File: src/rtl/vram_arbiter.sv
`default_nettype none
// ============================================================================
// Module   : vram_arbiter
// Brief    : Shares one single-port synchronous video RAM between the video
//            scan-out fetch path and the host cpu bus. Video has priority.
//            An aging counter forces a cpu grant after MAX_WAIT lost cycles.
//            A one-deep read tag routes the 1-cycle read data to its owner.
// Revision : 1.0 - initial release
// ============================================================================
module vram_arbiter #(
  parameter int ADDR_WIDTH = 12,
  parameter int DATA_WIDTH = 8,
  parameter int MAX_WAIT   = 4
) (
  input  logic                  clk,
  input  logic                  reset,
  // video fetch port (read only)
  input  logic                  vid_req,
  input  logic [ADDR_WIDTH-1:0] vid_addr,
  output logic                  vid_ack,
  output logic                  vid_valid,
  output logic [DATA_WIDTH-1:0] vid_data,
  // host cpu port
  input  logic                  cpu_req,
  input  logic                  cpu_we,
  input  logic [ADDR_WIDTH-1:0] cpu_addr,
  input  logic [DATA_WIDTH-1:0] cpu_din,
  output logic                  cpu_ack,
  output logic                  cpu_valid,
  output logic [DATA_WIDTH-1:0] cpu_dout,
  // RAM side
  output logic [ADDR_WIDTH-1:0] ram_addr,
  output logic [DATA_WIDTH-1:0] ram_din,
  output logic                  ram_wen,
  input  logic [DATA_WIDTH-1:0] ram_dout
);

  // Saturation point of the aging counter, held in the counter's own width.
  localparam logic [7:0] C_MAX_WAIT = 8'(MAX_WAIT);

  // Owner of the read whose data appears on ram_dout this cycle.
  typedef enum logic [1:0] {
    OWN_NONE = 2'd0,
    OWN_VID  = 2'd1,
    OWN_CPU  = 2'd2
  } owner_t;

  owner_t     rd_owner_q, rd_owner_d;
  logic [7:0] wait_cnt_q, wait_cnt_d;

  logic       starve;
  logic       grant_cpu;
  logic       grant_vid;

  // Arbitration: video wins unless the cpu has lost MAX_WAIT cycles in a row.
  always_comb begin
    starve    = (wait_cnt_q == C_MAX_WAIT);
    grant_cpu = cpu_req & (~vid_req | starve);
    grant_vid = vid_req & ~grant_cpu;
  end

  // Handshake, RAM drive and read-data routing; everything visible is
  // forced quiet while reset is high so no stray write or valid escapes.
  always_comb begin
    vid_ack   = grant_vid & ~reset;
    cpu_ack   = grant_cpu & ~reset;
    ram_addr  = grant_cpu ? cpu_addr : vid_addr;
    ram_din   = cpu_din;
    ram_wen   = grant_cpu & cpu_we & ~reset;
    vid_valid = (rd_owner_q == OWN_VID) & ~reset;
    cpu_valid = (rd_owner_q == OWN_CPU) & ~reset;
    vid_data  = ram_dout;
    cpu_dout  = ram_dout;
  end

  // Next read tag and next aging count.
  always_comb begin
    rd_owner_d = OWN_NONE;
    wait_cnt_d = 8'd0;
    if (grant_cpu && !cpu_we) begin
      rd_owner_d = OWN_CPU;
    end else if (grant_vid) begin
      rd_owner_d = OWN_VID;
    end
    if (cpu_req && !grant_cpu) begin
      wait_cnt_d = starve ? C_MAX_WAIT : (wait_cnt_q + 8'd1);
    end
  end

  // State registers; reset clears the tag so an in-flight read is dropped.
  always_ff @(posedge clk) begin
    if (reset) begin
      rd_owner_q <= OWN_NONE;
      wait_cnt_q <= 8'd0;
    end else begin
      rd_owner_q <= rd_owner_d;
      wait_cnt_q <= wait_cnt_d;
    end
  end

endmodule
`default_nettype wire

File: config.mk
export PLATFORM = sky130hd
export DESIGN_NAME = vram_arbiter
export DESIGN_NICKNAME = d
export VERILOG_FILES = /design/src/rtl/vram_arbiter.sv
export SDC_FILE = /design/constraint.sdc
export NUM_CORES = 1
export LEC_CHECK = 0
export ABC_AREA = 1
export BUFFER_PORTS_ARGS = -buffer_cell sky130_fd_sc_hd__buf_2
export CAP_MARGIN = 10
export CELL_PAD_IN_SITES_DETAIL_PLACEMENT = 0
export CELL_PAD_IN_SITES_GLOBAL_PLACEMENT = 2
export CORE_MARGIN = 10
export CORE_UTILIZATION = 17
export DETAILED_ROUTE_END_ITERATION = 12
export MAX_ROUTING_LAYER = met4
export PLACE_DENSITY = 0.93
export SLEW_MARGIN = 20
export SYNTH_ARGS = -nofsm -noshare
export SYNTH_HDL_FRONTEND = slang
export SYNTH_SLANG_ARGS = --single-unit
File: constraint.sdc
create_clock -name clk -period 3.1 [get_ports clk]
set_input_delay 0.31 -clock clk [delete_from_list [all_inputs] [get_ports clk]]
set_output_delay 0.31 -clock clk [all_outputs]
set_load 0.05 [all_outputs]
=== Yosys cells after proc, flatten, opt, wreduce, memory -nomap -nowiden ===
Index checks and enable logic that the tools add are counted.

* Flip-flop bits (word level): 10
* Output and inout bits: 41
* Word-level logic and storage cells: 32

* Add/sub/neg operators: 1
* Equal/unequal tests: 3
* Multiplexer cells: 4
* Bitwise gates (word level): 13
* Reductions and logical operators: 7

{| class="wikitable"
|+ Operators with widths
! operator !! count
|-
| two-way mux 12 bit || 1
|-
| adder 8 x 1 -> 8 bit (second input constant) || 1
|-
| bitwise AND 1 bit || 8
|-
| equality test 8 x 3 -> 1 bit (second input constant) || 1
|-
| NOT 1 bit || 4
|-
| OR reduction 2 bit || 2
|-
| two-way mux 3 bit || 1
|-
| OR reduction 3 bit || 1
|-
| equality test 2 x 1 -> 1 bit (second input constant) || 1
|-
| equality test 2 bit (second input constant) || 1
|-
| logical AND 1 bit || 2
|-
| zero test 1 bit || 2
|-
| two-way mux 2 bit || 1
|-
| two-way mux 1 bit || 1
|-
| OR 1 bit || 1
|}

=== Logic depth before layout (Yosys ltp) ===
Gate-level depths: netlist of run 1.

* Word-level depth: 7
* Mapped depth: 9

=== Worst setup path after synthesis of run 1 ===
OpenSTA, ideal clock, no wires.

* Kind: flip-flop to output port
* Start: register wait_cnt_q[0]
* End: output vid_ack
* Data arrival time: 1.682 ns
* Required time: 2.790 ns
* Path slack: 1.108 ns
* Cell stages (with the launch flop): 7
* Cell sequence: dfxtp_1 -> inv_1 -> ha_1 -> nand3_2 -> o21ai_4 -> buf_6 -> a21oi_1

* Word-level cells in the longest chain between the ends: 6

{| class="wikitable"
|+ Ends and longest elaborated chain
! element !! RTL line !! RTL
|-
| start, declared || 49 || <nowiki>logic [7:0] wait_cnt_q, wait_cnt_d;</nowiki>
|-
| start signal, assigned || 97 || <nowiki>wait_cnt_q <= wait_cnt_d;</nowiki>
|-
| equality test 8 x 3 -> 1 bit || 57 || <nowiki>starve = (wait_cnt_q == C_MAX_WAIT);</nowiki>
|-
| OR 1 bit || 58 || <nowiki>grant_cpu = cpu_req & (~vid_req | starve);</nowiki>
|-
| bitwise AND 1 bit || 58 ||
|-
| NOT 1 bit || 59 || <nowiki>grant_vid = vid_req & ~grant_cpu;</nowiki>
|-
| bitwise AND 1 bit || 59 ||
|-
| bitwise AND 1 bit || 65 || <nowiki>vid_ack = grant_vid & ~reset;</nowiki>
|-
| end, declared || 20 || <nowiki>output logic vid_ack,</nowiki>
|}

No other way between the ends.

=== Final worst setup path of run 1 ===
* Start: register wait_cnt_q[0]
* End: output ram_wen

* Word-level cells in the longest chain between the ends: 5

{| class="wikitable"
|+ Ends and longest elaborated chain
! element !! RTL line !! RTL
|-
| equality test 8 x 3 -> 1 bit || 57 ||
|-
| OR 1 bit || 58 ||
|-
| bitwise AND 1 bit || 58 ||
|-
| bitwise AND 1 bit (2 in series) || 69 || <nowiki>ram_wen = grant_cpu & cpu_we & ~reset;</nowiki>
|-
| end, declared || 34 || <nowiki>output logic ram_wen,</nowiki>
|}

No other way between the ends.

==> flow_summary.ini, run 1 <==
[status]
status = completed

[hold_path]
hold_path.class = primary input to register
min_from = cpu_we
holdPathStages = 2
holdPathEnd = rd_owner_q[1]

[timing]
clock_skew_ps = 2.46
rsz0062_at_grt = no
hold_ws_ps = 243
min_period_ps = 2220
slew-limit-headroom_pct = 68.7
fmax_mhz = 450
fin_setup_tns_ps = 0
tightest_slew_ps = 467
finalHoldViolCount = 0
finalSetupViolCount = 0
drv_slew = 0
period_share_pct = 71.7

[synth]
synthDistinctLibCells = 19
ys_seq_area_share_pct = 23.0
syn-instance-count = 134
yosys_warnings = 0
synth_top_area_share_pct = 23.0
syn-mean-instance-area_um2 = 6.50
ys_ff_latch = 10
mappedNetlistNets = 181
synth_top_area_cell = dfxtp_1
synth_flop_cell = dfxtp_1
synth-edff-count = 0
synthArstFlopShare_pct = 0
synth_area_leaders = dfxtp_1, buf_4, nand2_1
syn_area_um2 = 871

[route]
drc_errors = 0
detail-route-antenna-nets = 0
drt_wl_total_um = 2400
wl_per_cell_um = 10.9
num_vias = 790
viasPerCell = 3.57
dr.first_iter.drc_count = 33
drtPass1Iterations = 6

[global_routing]
overflow = 0
grt_max_degree = 18
first_global_vias = 811
grt_first_pass_wirelength_um = 3820
grt_usage_pct = 5.68
antenna_found_initial = 0

[critical_path]
r2r_cells = 6
arrival_ps = 1910
crit_fanout = 16
reg2reg_from = wait_cnt_q[0]
reg2reg_slack_ps = 1630
reg2reg_to = rd_owner_q[1]
critPathLaunchType = register
critPathRequiredTime_ps = 2790
path_class = register to output port
cp-end-kind = output port

[placement]
place_area_um2 = 958
dp_hpwl_um = 1930
io_buffers = 45
gp_congestion = 0.766

[pwr]
powerDensity_nw_per_um2 = 386
ir_drop_v = 0.000101
p_int_mw = 0.248
p_leak_nw = 0.551
switchingPower_mw = 0.138
power_frac_comb_pct = 30.6
swShare_pct = 35.8
pwr-share-clk_pct = 35.3
power.total_mw = 0.386
seqPwrFrac_pct = 34.1

[finish]
drive_above_1_share_pct = 33.1
fin_nets = 203
postLayoutCellArea_um2 = 1000
antenna-diode-count = 0
fillCellCount = 571
postLayoutCoreUtil_pct = 20.6
syn_to_final_growth_pct = 14.8

[flow_run]
max-cap-violations = 0

[floorplan]
rows = 25
core_um2 = 4850
initial_core_util_pct = 18.0
die_y_um = 91.6
pin_count = 86
die_x_um = 91.6
die_area_um2 = 8390

[clock_tree]
clock_sinks = 10
clk_path_buf_depth = 2
ctsRootBufferMaster = clkbuf_8
numCtsBuffers = 3
holdBufCountCts = 0
insertion_delay_ps = 240
cts_htree_levels = 1
cts_setup_buffers = 0
cts_tree = done
cts_resized = 0
cts.clk_slew.worst_paths_ps = 50
[layout make-up]
type	instances	area [um^2]	share of cell area [%]
clock buffers	3	41.3	4.13
repair buffers	45	225	22.5
flip-flops and latches	10	200	20.0
inverters	14	52.6	5.26
multi-input cells	82	397	39.7
well taps	67	83.8	8.39
[worst max-delay path, cell delays in order, from the launching register on]
cell and delay [ps]:
dfxtp_1 330, inv_1 60, ha_1 150, nand3_2 110
o21ai_4 430, nand3_1 210, nor2_1 120, buf_2 270
[through the flow]
stage | instances | setup WS (ps)
floorplan | 134 | 1110
global placement | 218 | 1150
detailed placement | 218 | 1110
CTS | 221 | 849
global route | 221 | 708
finish | 221 | 879
[power groups by stage]
stage | Sequential, mW | Clock (mW) | Combinational, mW
2_1_floorplan | 0.134 | 0 | 0.169
3_3_place_gp | 0.134 | 0 | 0.119
3_5_place_dp | 0.134 | 0 | 0.119
4_1_cts | 0.132 | 0.139 | 0.120
5_1_grt | 0.132 | 0.149 | 0.128
6_report | 0.132 | 0.136 | 0.118
[kinds of logic after synthesis]
kind of cell             share of synthesized area [%]
AND/OR/NAND/NOR                                   35.3
buffers and inverters                             31.5
flip-flops                                        23.0
AO/OA/AOI/OAI                                     5.32
XOR/XNOR                                          2.01
adder cells (fa/ha/maj)                           2.87
[synthesized netlist by cell type (2+ instances only)]
cell type	count
nor2_1	14
buf_4	24
a21oi_1	4
nand3_1	16
nand2_1	36
buf_6	2
ha_1	2
inv_1	14
o21ai_0	2
dfxtp_1	10
xor2_1	2
[sequential cells by signal (all words and copies together) (netlist names)]
register / flops
rd_owner_q: 2
wait_cnt_q: 8
[how the worst max path moves through the flow]
stage / slack (ps) / start / endpoint / cells after the start
final: 880 / wait_cnt_q[0] / ram_wen / 7
after global placement: 1150 / wait_cnt_q[0] / ram_wen / 7
after CTS: 850 / wait_cnt_q[0] / ram_wen / 7
after global routing: 710 / wait_cnt_q[0] / ram_wen / 7
after detailed placement: 1110 / wait_cnt_q[0] / ram_wen / 7
after floorplan: 1110 / wait_cnt_q[0] / vid_ack / 6
[per-layer routing]
layer / wire [um] / vias to the layer above / GRT usage [%] / share of wire (%)
met5: 0 / - / - / 0
met4: 9 / 0 / 1.57 / 0.38
met3: 272 / 2 / 3.54 / 11
met2: 975 / 31 / 8.59 / 41
met1: 1140 / 324 / 6.07 / 48
li1: - / 433 / - / -
[cells in the final DEF (no fill, tap or decap)]
cell and instances:
o21ai_0 2, inv_1 14, nor2_1 14, nor4_1 1, buf_2 45, nand3_2 1, a21oi_1 4, dfxtp_1 10
nand2_1 36, xor2_1 2, ha_1 2, nand3b_1 1, nand3_1 16, nand2_4 1, o21ai_4 1, clkbuf_8 3
nor3_1 1
Power figures use the tool's default switching activity.
==> run 2, diff against run 1 <==
CORE_UTILIZATION = 14   (was 17)
PLACE_DENSITY = 0.83   (was 0.93)
clock period = 1.8 ns   (was 3.1 ns; I/O delays follow)
==> run 2 against run 1 <==
  * The flow now finishes with violations (negative setup slack)
  * Clock skew about the same
  * Critical path depth increased by 2
  * Sequential cell count stayed put
  * Hold slack worse by 130 ps
  * Total power up 92%
  * Die area increased by 17%
  * Combinational power is 140% higher
  * Cell count grew 7.2%
  * Non-clock buffer count increased by 7
  * Core utilization up 0.98 points
  * Sequential power grew 72%
  * Largest power group is now combinational logic
==> flow_summary.ini, run 2 (synthesized netlist as in run 1, its figures left out) <==
[status]
status = complete, but fails checks
violations = negative setup slack

[hold_path]
hold_path.class = primary input to register
holdPathStages = 2
min_from = cpu_we
holdPathEnd = rd_owner_q[1]

[timing]
fin_setup_tns_ps = -129
rsz0062_at_grt = yes
setup_slack_ps = -20.1
finalHoldViolCount = 0
drv_slew = 0
hold_ws_ps = 113
min_period_ps = 1820
clock_skew_ps = 2.69
fmax_mhz = 549
tightest_slew_ps = 514
period_share_pct = 101
finalSetupViolCount = 9
slew-limit-headroom_pct = 65.7

[critical_path]
cp-end-kind = output port
reg2reg_from = wait_cnt_q[1]
slowest_stage = dfxtp_2
crit_chain = inv_2 -> ha_4 -> nand3_4 -> o21ai_4 -> buf_12 -> nand2_8 -> nand2_1 -> nand2_1 -> buf_6
reg2reg_to = wait_cnt_q[4]
critPathLaunchType = register
arrival_ps = 1640
cpPeakStageDelay_ps = 320
crit_family = buffers and inverters
reg2reg_slack_ps = 380
critPathRequiredTime_ps = 1620
worst-path-buf-inv = 3
path_class = register to output port
r2r_cells = 9
cp_common_cell = nand2_1
crit_fanout = 6

[global_routing]
overflow = 0
grt_usage_pct = 5.31
antenna_found_initial = 0
grt_max_degree = 18
first_global_vias = 824
grt_first_pass_wirelength_um = 4060

[placement]
io_buffers = 45
dp_hpwl_um = 2000
place_area_um2 = 995
dp.cells = 227
gp_congestion = 0.659
dp_slack_ps = 140

[pwr]
power_frac_comb_pct = 37.9
pwr-share-clk_pct = 31.6
seqPwrFrac_pct = 30.5
swShare_pct = 35.5
ir_drop_v = 0.000201
powerDensity_nw_per_um2 = 574
switchingPower_mw = 0.263
p_int_mw = 0.479
p_leak_nw = 0.636

[route]
drtPass1Iterations = 4
detail-route-antenna-nets = 0
drt_wl_total_um = 2710
num_vias = 870
dr.first_iter.drc_count = 32
drc_errors = 0
viasPerCell = 3.67
wl_per_cell_um = 11.4

[floorplan]
initial_core_util_pct = 14.5
pin_count = 86
core_um2 = 5990
rows = 28
die_area_um2 = 9780
die_x_um = 98.9
die_y_um = 98.9

[finish]
syn_to_final_growth_pct = 48.6
largest_reg_flops = 8
final_common_cell = buf_2
seqCellArea_um2 = 203
fillCellCount = 663
drive_above_1_share_pct = 49.4
reg.largest.list = wait_cnt_q: 8 flops, rd_owner_q: 2 flops
postLayoutCellArea_um2 = 1290
multi_input_area_um2 = 502
instances_no_fill = 237
layout_common_cells = buf_2, nand2_1, nand3_1, nor2_1, buf_6
regMostFlops = wait_cnt_q
antenna-diode-count = 0
fin_nets = 211

[clock_tree]
numCtsBuffers = 3
cts_htree_levels = 1
holdBufCountCts = 0
cts_tree = done
cts.clk_slew.worst_paths_ps = 50
insertion_delay_ps = 230
ctsRootBufferMaster = clkbuf_8
clock_sinks = 10
clk_path_buf_depth = 2

[flow_run]
max-cap-violations = 0
run 2: changes by cell type in the layout (fill, tap and decap cells not counted), sizes merged:
cell / before / now
clkbuf: 3 / 4
buf: 45 / 51
nand2: 37 / 38
run 2: worst max-delay path by stage:
stage                  startpoint            to  slack, ps  cells after the start
floorplan           wait_cnt_q[0]       ram_wen        160                      6
global placement    wait_cnt_q[0]  ram_addr[11]        180                      9
detailed placement  wait_cnt_q[0]  ram_addr[11]        140                      9
CTS                 wait_cnt_q[0]   ram_addr[6]        0.9                      9
global route        wait_cnt_q[1]   ram_addr[8]       -130                      9
finish              wait_cnt_q[1]   ram_addr[7]        -20                      9
run 2: metal layers:
| metal | global-route usage (%) | routed length (um) | up-vias |
|---|---|---|---|
| met5 | - | 0 | - |
| met4 | 2.98 | 39 | 0 |
| met3 | 3.14 | 355 | 4 |
| met2 | 6.96 | 1100 | 40 |
| met1 | 6.09 | 1210 | 374 |
| li1 | - | - | 452 |
run 2: stage by stage:
step,total power [mW],util (%)
6_report,0.743,21.6
5_1_grt,0.789,21.6
4_1_cts,0.728,19.8
3_5_place_dp,0.445,16.6
3_3_place_gp,0.445,16.6
2_1_floorplan,0.523,-
run 2: repair_timing:
item                       in CTS  in global routing
resized for setup              31                 26
cloned                          1                  2
setup endpoints to repair      14                 15
setup buffers                   4                  1
pin swaps                       5                  6
run 2: layout make-up:
type,instances,area share (%)
sequential,10,15.7
timing repair buffer,52,31.0
clock buffer,3,3.19
inverter,14,4.06
tap,75,7.25
multi-input combinational,83,38.8
run 2: power groups by stage:
stage	registers [mW]	clock network, mW	logic [mW]
6_report	0.227	0.235	0.282
2_1_floorplan	0.231	0	0.293
3_3_place_gp	0.231	0	0.214
4_1_cts	0.226	0.241	0.261
5_1_grt	0.226	0.260	0.303
3_5_place_dp	0.231	0	0.214
